`src/rtl/load_store_pkg.sv`:
```
// Shared load/store definitions: funct3 encodings, load FSM state encoding,
// and access-legality helpers.
package load_store_pkg;

  localparam int OFFSET_W = 2;

  localparam logic [2:0] F3_LB  = 3'b000;
  localparam logic [2:0] F3_LH  = 3'b001;
  localparam logic [2:0] F3_LW  = 3'b010;
  localparam logic [2:0] F3_LBU = 3'b100;
  localparam logic [2:0] F3_LHU = 3'b101;

  typedef enum logic [2:0] {
    S_IDLE  = 3'd0,
    S_REQ   = 3'd1,
    S_WAIT  = 3'd2,
    S_RESP  = 3'd3,
    S_REQ2  = 3'd4,
    S_WAIT2 = 3'd5
  } state_e;

  function automatic logic is_illegal(input logic [2:0] funct3);
    return !(funct3 inside {F3_LB, F3_LH, F3_LW, F3_LBU, F3_LHU});
  endfunction

  function automatic logic is_misaligned(input logic [2:0] funct3,
                                         input logic [OFFSET_W-1:0] off);
    case (funct3)
      F3_LH, F3_LHU: return off[0];
      F3_LW:         return off != 2'b00;
      default:       return 1'b0;
    endcase
  endfunction

  // True when the access spills into the next word and needs a second read.
  function automatic logic crosses_word(input logic [2:0] funct3,
                                        input logic [OFFSET_W-1:0] off);
    case (funct3)
      F3_LH, F3_LHU: return off == 2'b11;
      F3_LW:         return off != 2'b00;
      default:       return 1'b0;
    endcase
  endfunction

endpackage

```
`src/rtl/load_unit_if.sv`:
```
// Request, data-memory and response signals of the load unit.
// master = surrounding pipeline/memory, slave = load_unit.
interface load_unit_if #(
  parameter int ADDR_W = 32,
  parameter int DATA_W = 32,
  parameter int RD_W   = 5
) ();

  logic              req_valid;
  logic              req_ready;
  logic [2:0]        req_funct3;
  logic [ADDR_W-1:0] req_addr;
  logic [RD_W-1:0]   req_rd;

  logic              mem_req;
  logic [ADDR_W-1:0] mem_addr;
  logic              mem_gnt;
  logic              mem_rvalid;
  logic [DATA_W-1:0] mem_rdata;

  logic              rsp_valid;
  logic              rsp_ready;
  logic [DATA_W-1:0] rsp_data;
  logic [RD_W-1:0]   rsp_rd;
  logic              rsp_err;

  modport master (
    output req_valid, req_funct3, req_addr, req_rd,
    input  req_ready,
    input  mem_req, mem_addr,
    output mem_gnt, mem_rvalid, mem_rdata,
    input  rsp_valid, rsp_data, rsp_rd, rsp_err,
    output rsp_ready
  );

  modport slave (
    input  req_valid, req_funct3, req_addr, req_rd,
    output req_ready,
    output mem_req, mem_addr,
    input  mem_gnt, mem_rvalid, mem_rdata,
    output rsp_valid, rsp_data, rsp_rd, rsp_err,
    input  rsp_ready
  );

endinterface

```
`src/rtl/load_unit_extract.sv`:
```
// Selects the addressed byte/halfword/word from a 64-bit read window
// ({upper word, lower word}) and sign/zero-extends it.
module load_extract
  import load_store_pkg::*;
(
  input  logic [63:0]         window,
  input  logic [OFFSET_W-1:0] off,
  input  logic [2:0]          funct3,
  output logic [31:0]         result
);

  logic [31:0] shifted;
  logic [7:0]  unused_window_top;

  // Largest shift is 24 bits, so the top byte of the window never reaches the result.
  assign unused_window_top = window[63:56];

  always_comb begin
    shifted = window[31:0];
    case (off)
      2'd1:    shifted = window[39:8];
      2'd2:    shifted = window[47:16];
      2'd3:    shifted = window[55:24];
      default: shifted = window[31:0];
    endcase
  end

  always_comb begin
    result = shifted;
    case (funct3)
      F3_LB:   result = {{24{shifted[7]}}, shifted[7:0]};
      F3_LBU:  result = {24'd0, shifted[7:0]};
      F3_LH:   result = {{16{shifted[15]}}, shifted[15:0]};
      F3_LHU:  result = {16'd0, shifted[15:0]};
      default: result = shifted;
    endcase
  end

endmodule

```
`src/rtl/load_unit.sv`:
```
// Load unit: one load at a time, word-aligned memory read, byte/half/word extraction.
// Optional macro LOAD_MISALIGN_SPLIT_EN serves misaligned loads (two reads when crossing a word).
//
// state | meaning
// IDLE  | ready for a request
// REQ   | mem_req held until mem_gnt (first/only word)
// WAIT  | waiting for mem_rvalid (first/only word)
// RESP  | rsp_valid held until rsp_ready
// REQ2  | mem_req for the following word (split build only)
// WAIT2 | waiting for the following word (split build only)
module load_unit
  import load_store_pkg::*;
#(
  parameter int ADDR_W = 32,
  parameter int DATA_W = 32,
  parameter int RD_W   = 5
) (
  input logic       clk,
  input logic       rst_n,
  load_unit_if.slave bus
);

  localparam logic [2:0] IDLE  = S_IDLE;
  localparam logic [2:0] REQ   = S_REQ;
  localparam logic [2:0] WAIT  = S_WAIT;
  localparam logic [2:0] RESP  = S_RESP;

  logic [2:0]          state;
  logic [2:0]          funct3_q;
  logic [ADDR_W-1:0]   addr_q;
  logic [RD_W-1:0]     rd_q;
  logic [DATA_W-1:0]   data_q;
  logic                err_q;
  logic                req_bad;
  logic [ADDR_W-1:0]   base_addr;
  logic [63:0]         window;
  logic [DATA_W-1:0]   ext_data;

  assign base_addr = {addr_q[ADDR_W-1:OFFSET_W], {OFFSET_W{1'b0}}};

`ifdef LOAD_MISALIGN_SPLIT_EN
  localparam logic [2:0] REQ2  = S_REQ2;
  localparam logic [2:0] WAIT2 = S_WAIT2;

  logic              split_q;
  logic [DATA_W-1:0] lo_q;

  assign req_bad      = is_illegal(bus.req_funct3);
  assign window       = (state == WAIT2) ? {bus.mem_rdata, lo_q} : {32'd0, bus.mem_rdata};
  assign bus.mem_req  = (state == REQ) || (state == REQ2);
  assign bus.mem_addr = (state == REQ)  ? base_addr :
                        (state == REQ2) ? base_addr + ADDR_W'(4) : '0;
`else
  assign req_bad      = is_illegal(bus.req_funct3) ||
                        is_misaligned(bus.req_funct3, bus.req_addr[OFFSET_W-1:0]);
  assign window       = {32'd0, bus.mem_rdata};
  assign bus.mem_req  = (state == REQ);
  assign bus.mem_addr = (state == REQ) ? base_addr : '0;
`endif

  load_extract u_extract (
    .window (window),
    .off    (addr_q[OFFSET_W-1:0]),
    .funct3 (funct3_q),
    .result (ext_data)
  );

  assign bus.req_ready = (state == IDLE);
  assign bus.rsp_valid = (state == RESP);
  assign bus.rsp_data  = data_q;
  assign bus.rsp_rd    = rd_q;
  assign bus.rsp_err   = err_q;

  always_ff @(posedge clk or negedge rst_n) begin
    if (!rst_n) begin
      state    <= IDLE;
      funct3_q <= '0;
      addr_q   <= '0;
      rd_q     <= '0;
      data_q   <= '0;
      err_q    <= 1'b0;
`ifdef LOAD_MISALIGN_SPLIT_EN
      split_q  <= 1'b0;
      lo_q     <= '0;
`endif
    end else begin
      case (state)
        IDLE: begin
          if (bus.req_valid) begin
            funct3_q <= bus.req_funct3;
            addr_q   <= bus.req_addr;
            rd_q     <= bus.req_rd;
            data_q   <= '0;
            err_q    <= req_bad;
            state    <= req_bad ? RESP : REQ;
`ifdef LOAD_MISALIGN_SPLIT_EN
            split_q  <= crosses_word(bus.req_funct3, bus.req_addr[OFFSET_W-1:0]);
`endif
          end
        end
        REQ: begin
          if (bus.mem_gnt) state <= WAIT;
        end
        WAIT: begin
          if (bus.mem_rvalid) begin
`ifdef LOAD_MISALIGN_SPLIT_EN
            if (split_q) begin
              lo_q  <= bus.mem_rdata;
              state <= REQ2;
            end else begin
              data_q <= ext_data;
              state  <= RESP;
            end
`else
            data_q <= ext_data;
            state  <= RESP;
`endif
          end
        end
        RESP: begin
          if (bus.rsp_ready) state <= IDLE;
        end
`ifdef LOAD_MISALIGN_SPLIT_EN
        REQ2: begin
          if (bus.mem_gnt) state <= WAIT2;
        end
        WAIT2: begin
          if (bus.mem_rvalid) begin
            data_q <= ext_data;
            state  <= RESP;
          end
        end
`endif
        default: state <= IDLE;
      endcase
    end
  end

endmodule

```
`src/flat_wrapper.sv`:
```
// flat-port wrapper written by rule: the top's interface ports become plain ports
module load_unit_flat import load_store_pkg::*;
#(
  parameter int ADDR_W = 32,
  parameter int DATA_W = 32,
  parameter int RD_W   = 5
)
  (clk, rst_n, bus_req_valid, bus_req_funct3, bus_req_addr, bus_req_rd, bus_req_ready, bus_mem_req, bus_mem_addr, bus_mem_gnt, bus_mem_rvalid, bus_mem_rdata, bus_rsp_valid, bus_rsp_data, bus_rsp_rd, bus_rsp_err, bus_rsp_ready);
  load_unit_if #(.ADDR_W(ADDR_W), .DATA_W(DATA_W), .RD_W(RD_W)) bus_i ();
  input logic clk;
  input logic rst_n;
  input wire logic [$bits(bus_i.req_valid)-1:0] bus_req_valid;
  input wire logic [$bits(bus_i.req_funct3)-1:0] bus_req_funct3;
  input wire logic [$bits(bus_i.req_addr)-1:0] bus_req_addr;
  input wire logic [$bits(bus_i.req_rd)-1:0] bus_req_rd;
  output wire logic [$bits(bus_i.req_ready)-1:0] bus_req_ready;
  output wire logic [$bits(bus_i.mem_req)-1:0] bus_mem_req;
  output wire logic [$bits(bus_i.mem_addr)-1:0] bus_mem_addr;
  input wire logic [$bits(bus_i.mem_gnt)-1:0] bus_mem_gnt;
  input wire logic [$bits(bus_i.mem_rvalid)-1:0] bus_mem_rvalid;
  input wire logic [$bits(bus_i.mem_rdata)-1:0] bus_mem_rdata;
  output wire logic [$bits(bus_i.rsp_valid)-1:0] bus_rsp_valid;
  output wire logic [$bits(bus_i.rsp_data)-1:0] bus_rsp_data;
  output wire logic [$bits(bus_i.rsp_rd)-1:0] bus_rsp_rd;
  output wire logic [$bits(bus_i.rsp_err)-1:0] bus_rsp_err;
  input wire logic [$bits(bus_i.rsp_ready)-1:0] bus_rsp_ready;
  assign bus_i.req_valid = bus_req_valid;
  assign bus_i.req_funct3 = bus_req_funct3;
  assign bus_i.req_addr = bus_req_addr;
  assign bus_i.req_rd = bus_req_rd;
  assign bus_req_ready = bus_i.req_ready;
  assign bus_mem_req = bus_i.mem_req;
  assign bus_mem_addr = bus_i.mem_addr;
  assign bus_i.mem_gnt = bus_mem_gnt;
  assign bus_i.mem_rvalid = bus_mem_rvalid;
  assign bus_i.mem_rdata = bus_mem_rdata;
  assign bus_rsp_valid = bus_i.rsp_valid;
  assign bus_rsp_data = bus_i.rsp_data;
  assign bus_rsp_rd = bus_i.rsp_rd;
  assign bus_rsp_err = bus_i.rsp_err;
  assign bus_i.rsp_ready = bus_rsp_ready;
  load_unit #(.ADDR_W(ADDR_W), .DATA_W(DATA_W), .RD_W(RD_W)) u_core (.clk(clk), .rst_n(rst_n), .bus(bus_i));
endmodule
```
`config.mk`:
```
export PLATFORM = sky130hd
export DESIGN_NAME = load_unit_flat
export DESIGN_NICKNAME = d
export VERILOG_FILES = /design/src/rtl/load_store_pkg.sv /design/src/rtl/load_unit_if.sv /design/src/rtl/load_unit_extract.sv /design/src/rtl/load_unit.sv /design/src/flat_wrapper.sv
export SDC_FILE = /design/constraint.sdc
export NUM_CORES = 1
export LEC_CHECK = 0
export CAP_MARGIN = 25
export CELL_PAD_IN_SITES_DETAIL_PLACEMENT = 1
export CELL_PAD_IN_SITES_GLOBAL_PLACEMENT = 1
export CORE_MARGIN = 2
export CORE_UTILIZATION = 34
export CTS_BUF_LIST = sky130_fd_sc_hd__clkbuf_8
export DETAILED_ROUTE_END_ITERATION = 16
export MAX_ROUTING_LAYER = met4
export PLACE_DENSITY_LB_ADDON = 0.15
export SLEW_MARGIN = 20
export SYNTH_ARGS = -nofsm -noshare
export SYNTH_HDL_FRONTEND = slang
export SYNTH_SLANG_ARGS = --single-unit
```
`constraint.sdc`:
```
create_clock -name clk -period 2.23 [get_ports clk]
set_clock_uncertainty 0.1 [all_clocks]
set_input_delay 0.5575 -clock clk [delete_from_list [all_inputs] [get_ports clk]]
set_output_delay 0.5575 -clock clk [all_outputs]
set_load 0.1 [all_outputs]
```
==> flow_metrics.tcl, run 1 <==
set metrics [dict create \
    layout_setup_ws_ns 0.04434 \
    endpoint_kind "output port" \
    crit_chain "ha_4, buf_4, and2_2, buf_12" \
    hold_viol 0 \
    antenna_left 0 \
    max_cap_viol_count 0 \
    yosysMostFrequentCell "dfrtp_1" \
    vias 3047 \
    syn_avg_cell_area_um2 12.23 \
    drt_iter0_drc 79 \
    netlist_top_cells_count "75 x dfrtp_1, 52 x mux2_2, 30 x and2_1, 19 x nand2_1, 16 x a221o_1" \
    rows 37 \
    syn_to_final_growth_pct 62.91 \
    cts.clk_slew.worst_paths_ns 0.08 \
    critical-path-top-delay-family "flip-flops" \
    vias_per_cell 5.070 \
    ys_top_cells_by_area "dfrtp_1 51%, mux2_2 16%, and2_1 5.1%" \
    cts_made_buffers 9 \
    worst-path-stages 4 \
    drv_slew 0 \
    coreArea_um2 10370 \
    status "complete, no violations" \
    die_w_um 107.7 \
    nets 542 \
    antenna_found_initial 0 \
    crit_buf_inv 2 \
    cts-htree-levels 3 \
    grt_pass1_vias 3243 \
    async_flop_share 1.000 \
    worstMarginPinSlew_ns 0.6913 \
    drc 0 \
    fp.dieH_um 107.7 \
    synth-warning-count 0 \
    worstPathArrival_ns 1.53 \
    worst_hold_path_type "in2async" \
    synth_seq_cells 75 \
    fmax_mhz 457.5 \
    synth-main-ff-cell "dfrtp_1" \
    synth_cell_types 42 \
    synthCells 299 \
    path_class "reg2out" \
    grt_max_degree 34 \
    setup_viol 0 \
    grt_setup_unrepaired "yes" \
    synth_top_area_share 0.5132 \
    hpwl_mm 8.156 \
    worstSetupStartpointType "flop" \
    required_ns 1.57 \
    synth_edf_count 0 \
    slowest_delay_ns 0.44 \
    cts_sinks 75 \
    grtUsageTotal 0.2014 \
    grt_pass1_wl_mm 17.21 \
    ff2ff_path_depth 8 \
    cts_tree "built" \
    insertion_delay_ns 0.36 \
    drive_gt1_frac 0.4430 \
    drt_first_pass_iters 4 \
    syn_area_um2 3657 \
    portBuffers 148 \
    routed_wl_mm 11.16 \
    io-pin-count 151 \
    ctsLongestPathBuffers 2 \
    yosysSeqAreaShare 0.5132 \
    place_ws_ns -0.4204 \
    max-slew-margin-rel 0.5371 \
    cp-startpoint "u_core.state[0]$_DFFE_PN0P_" \
    whs_ns 0.02623 \
    routedWlPerCell_um 18.57 \
    finalCritPeriodShare 0.9801 \
    worst-path-max-fanout 7 \
    crit_slowest_cell "dfrtp_1" \
    crit_end "bus_mem_addr[29]" \
    clock-root-buffer "clkbuf_8" \
    r2r-end "u_core.bus.rsp_data[24]$_DFFE_PN0P_" \
    diodes 0 \
    initial_core_util 0.3527 \
    overflow 0 \
    yosysTopAreaCell "dfrtp_1" \
    dieArea_um2 11600 \
    period_minus_slack_ns 2.186 \
    finalWeightedCongestion 0.8239 \
    reg2reg_slack_ns 0.15 \
    r2r_start "u_core.state[1]$_DFFE_PN0P_" \
]
final cells by class:
| type | count | area (um2) |
|---|---|---|
| Clock buffer | 11 | 151.4 |
| Clock inverter | 5 | 85.08 |
| Fill cell | 1073 | 4412 |
| Inverter | 3 | 11.26 |
| Multi-Input combinational cell | 201 | 1728 |
| Sequential cell | 75 | 1877 |
| Tap cell | 136 | 170.2 |
| Timing Repair Buffer | 170 | 1936 |
timing repair:
action / 4_1_cts / 5_1_grt
pin swaps: 0 / 0
buffers inserted: 4 / 3
endpoints found under the setup margin: 49 / 50
resized for setup: 4 / 10
hold buffers: 0 / 0
worst register-to-register path, stage by stage, from the launching register on:
cell and delay, ns:
dfrtp_1 0.39, inv_2 0.07, buf_4 0.14, ha_4 0.19, nand2b_2 0.08, buf_4 0.11, nand3_1 0.14, nor3_2 0.55
a221o_1 0.27
worst min path at each step:
stage / startpoint / to / slack, ns
floorplan: rst_n / u_core.addr_q[0]$_DFFE_PN0P_ / 0.16
global placement: u_core.bus.rsp_err$_DFFE_PN0P_ / u_core.bus.rsp_err$_DFFE_PN0P_ / 0.37
detailed placement: u_core.bus.rsp_data[2]$_DFFE_PN0P_ / u_core.bus.rsp_data[2]$_DFFE_PN0P_ / 0.38
CTS: rst_n / u_core.addr_q[24]$_DFFE_PN0P_ / 0.03
global route: rst_n / u_core.bus.rsp_data[1]$_DFFE_PN0P_ / 0.05
finish: rst_n / u_core.bus.rsp_data[1]$_DFFE_PN0P_ / 0.03
through the flow:
step / cells / utilization / TNS [ns] / instance area (um2)
floorplan: 300 / - / -1.258 / 3724
global placement: 578 / 0.5419 / -8.028 / 5619
detailed placement: 578 / 0.5419 / -9.671 / 5619
CTS: 598 / 0.5685 / 0 / 5896
global route: 601 / 0.5746 / -0.1449 / 5958
finish: 601 / 0.5746 / 0 / 5958
kinds of logic (layout without fill, tap and decap cells):
logic type | after synthesis | after routing | share of synthesized area
simple gates | 73 | 73 | 0.1091
compound gates | 55 | 55 | 0.1108
fa+ha+maj | 4 | 4 | 0.01369
buf+inv | 24 | 189 | 0.04173
flops | 75 | 75 | 0.5132
other cells | 1 | 2 | 0.001025
mux | 67 | 67 | 0.2104
cells in the final DEF (no fill, tap or decap), types with 3 or more instances in the layout:
master	count
a21oi_1	7
a221o_1	16
a221oi_1	4
a221oi_2	4
and2_2	27
and2_4	3
buf_12	37
buf_4	56
clkbuf_8	11
clkdlybuf4s50_1	75
dfrtp_1	75
mux2_1	4
mux2_2	52
mux2i_1	9
nand2_1	18
nand2b_1	3
nor2_1	12
o21ai_1	15
state kept, by name, indices dropped and copies added, names as in the netlist:
register and count:
u_core.bus.rsp_rd 5, u_core.state 2, u_core.bus.rsp_data 32, u_core.addr_q 32
u_core.funct3_q 3, u_core.bus.rsp_err 1
routing by layer:
layer | wire, um | vias to the layer above | share of wire | global-route usage
met5 | 0 | - | 0 | -
met3 | 777 | 14 | 0.070 | 0.05206
met2 | 5464 | 107 | 0.49 | 0.3257
met1 | 4696 | 1528 | 0.42 | 0.2372
li1 | - | 1398 | - | -
met4 | 221 | 0 | 0.020 | 0.08883
Power of run 1 is not shown: default switching activity piles up to over one toggle a cycle in this logic, so the estimate is an artifact.
==> run 2: changes to the inputs <==
- CTS_CLUSTER_DIAMETER: unset -> 50
==> results of run 2 <==
Final layout, timing and power as in run 1 (identical DEF).
Power of run 2 is left out for the same reason.
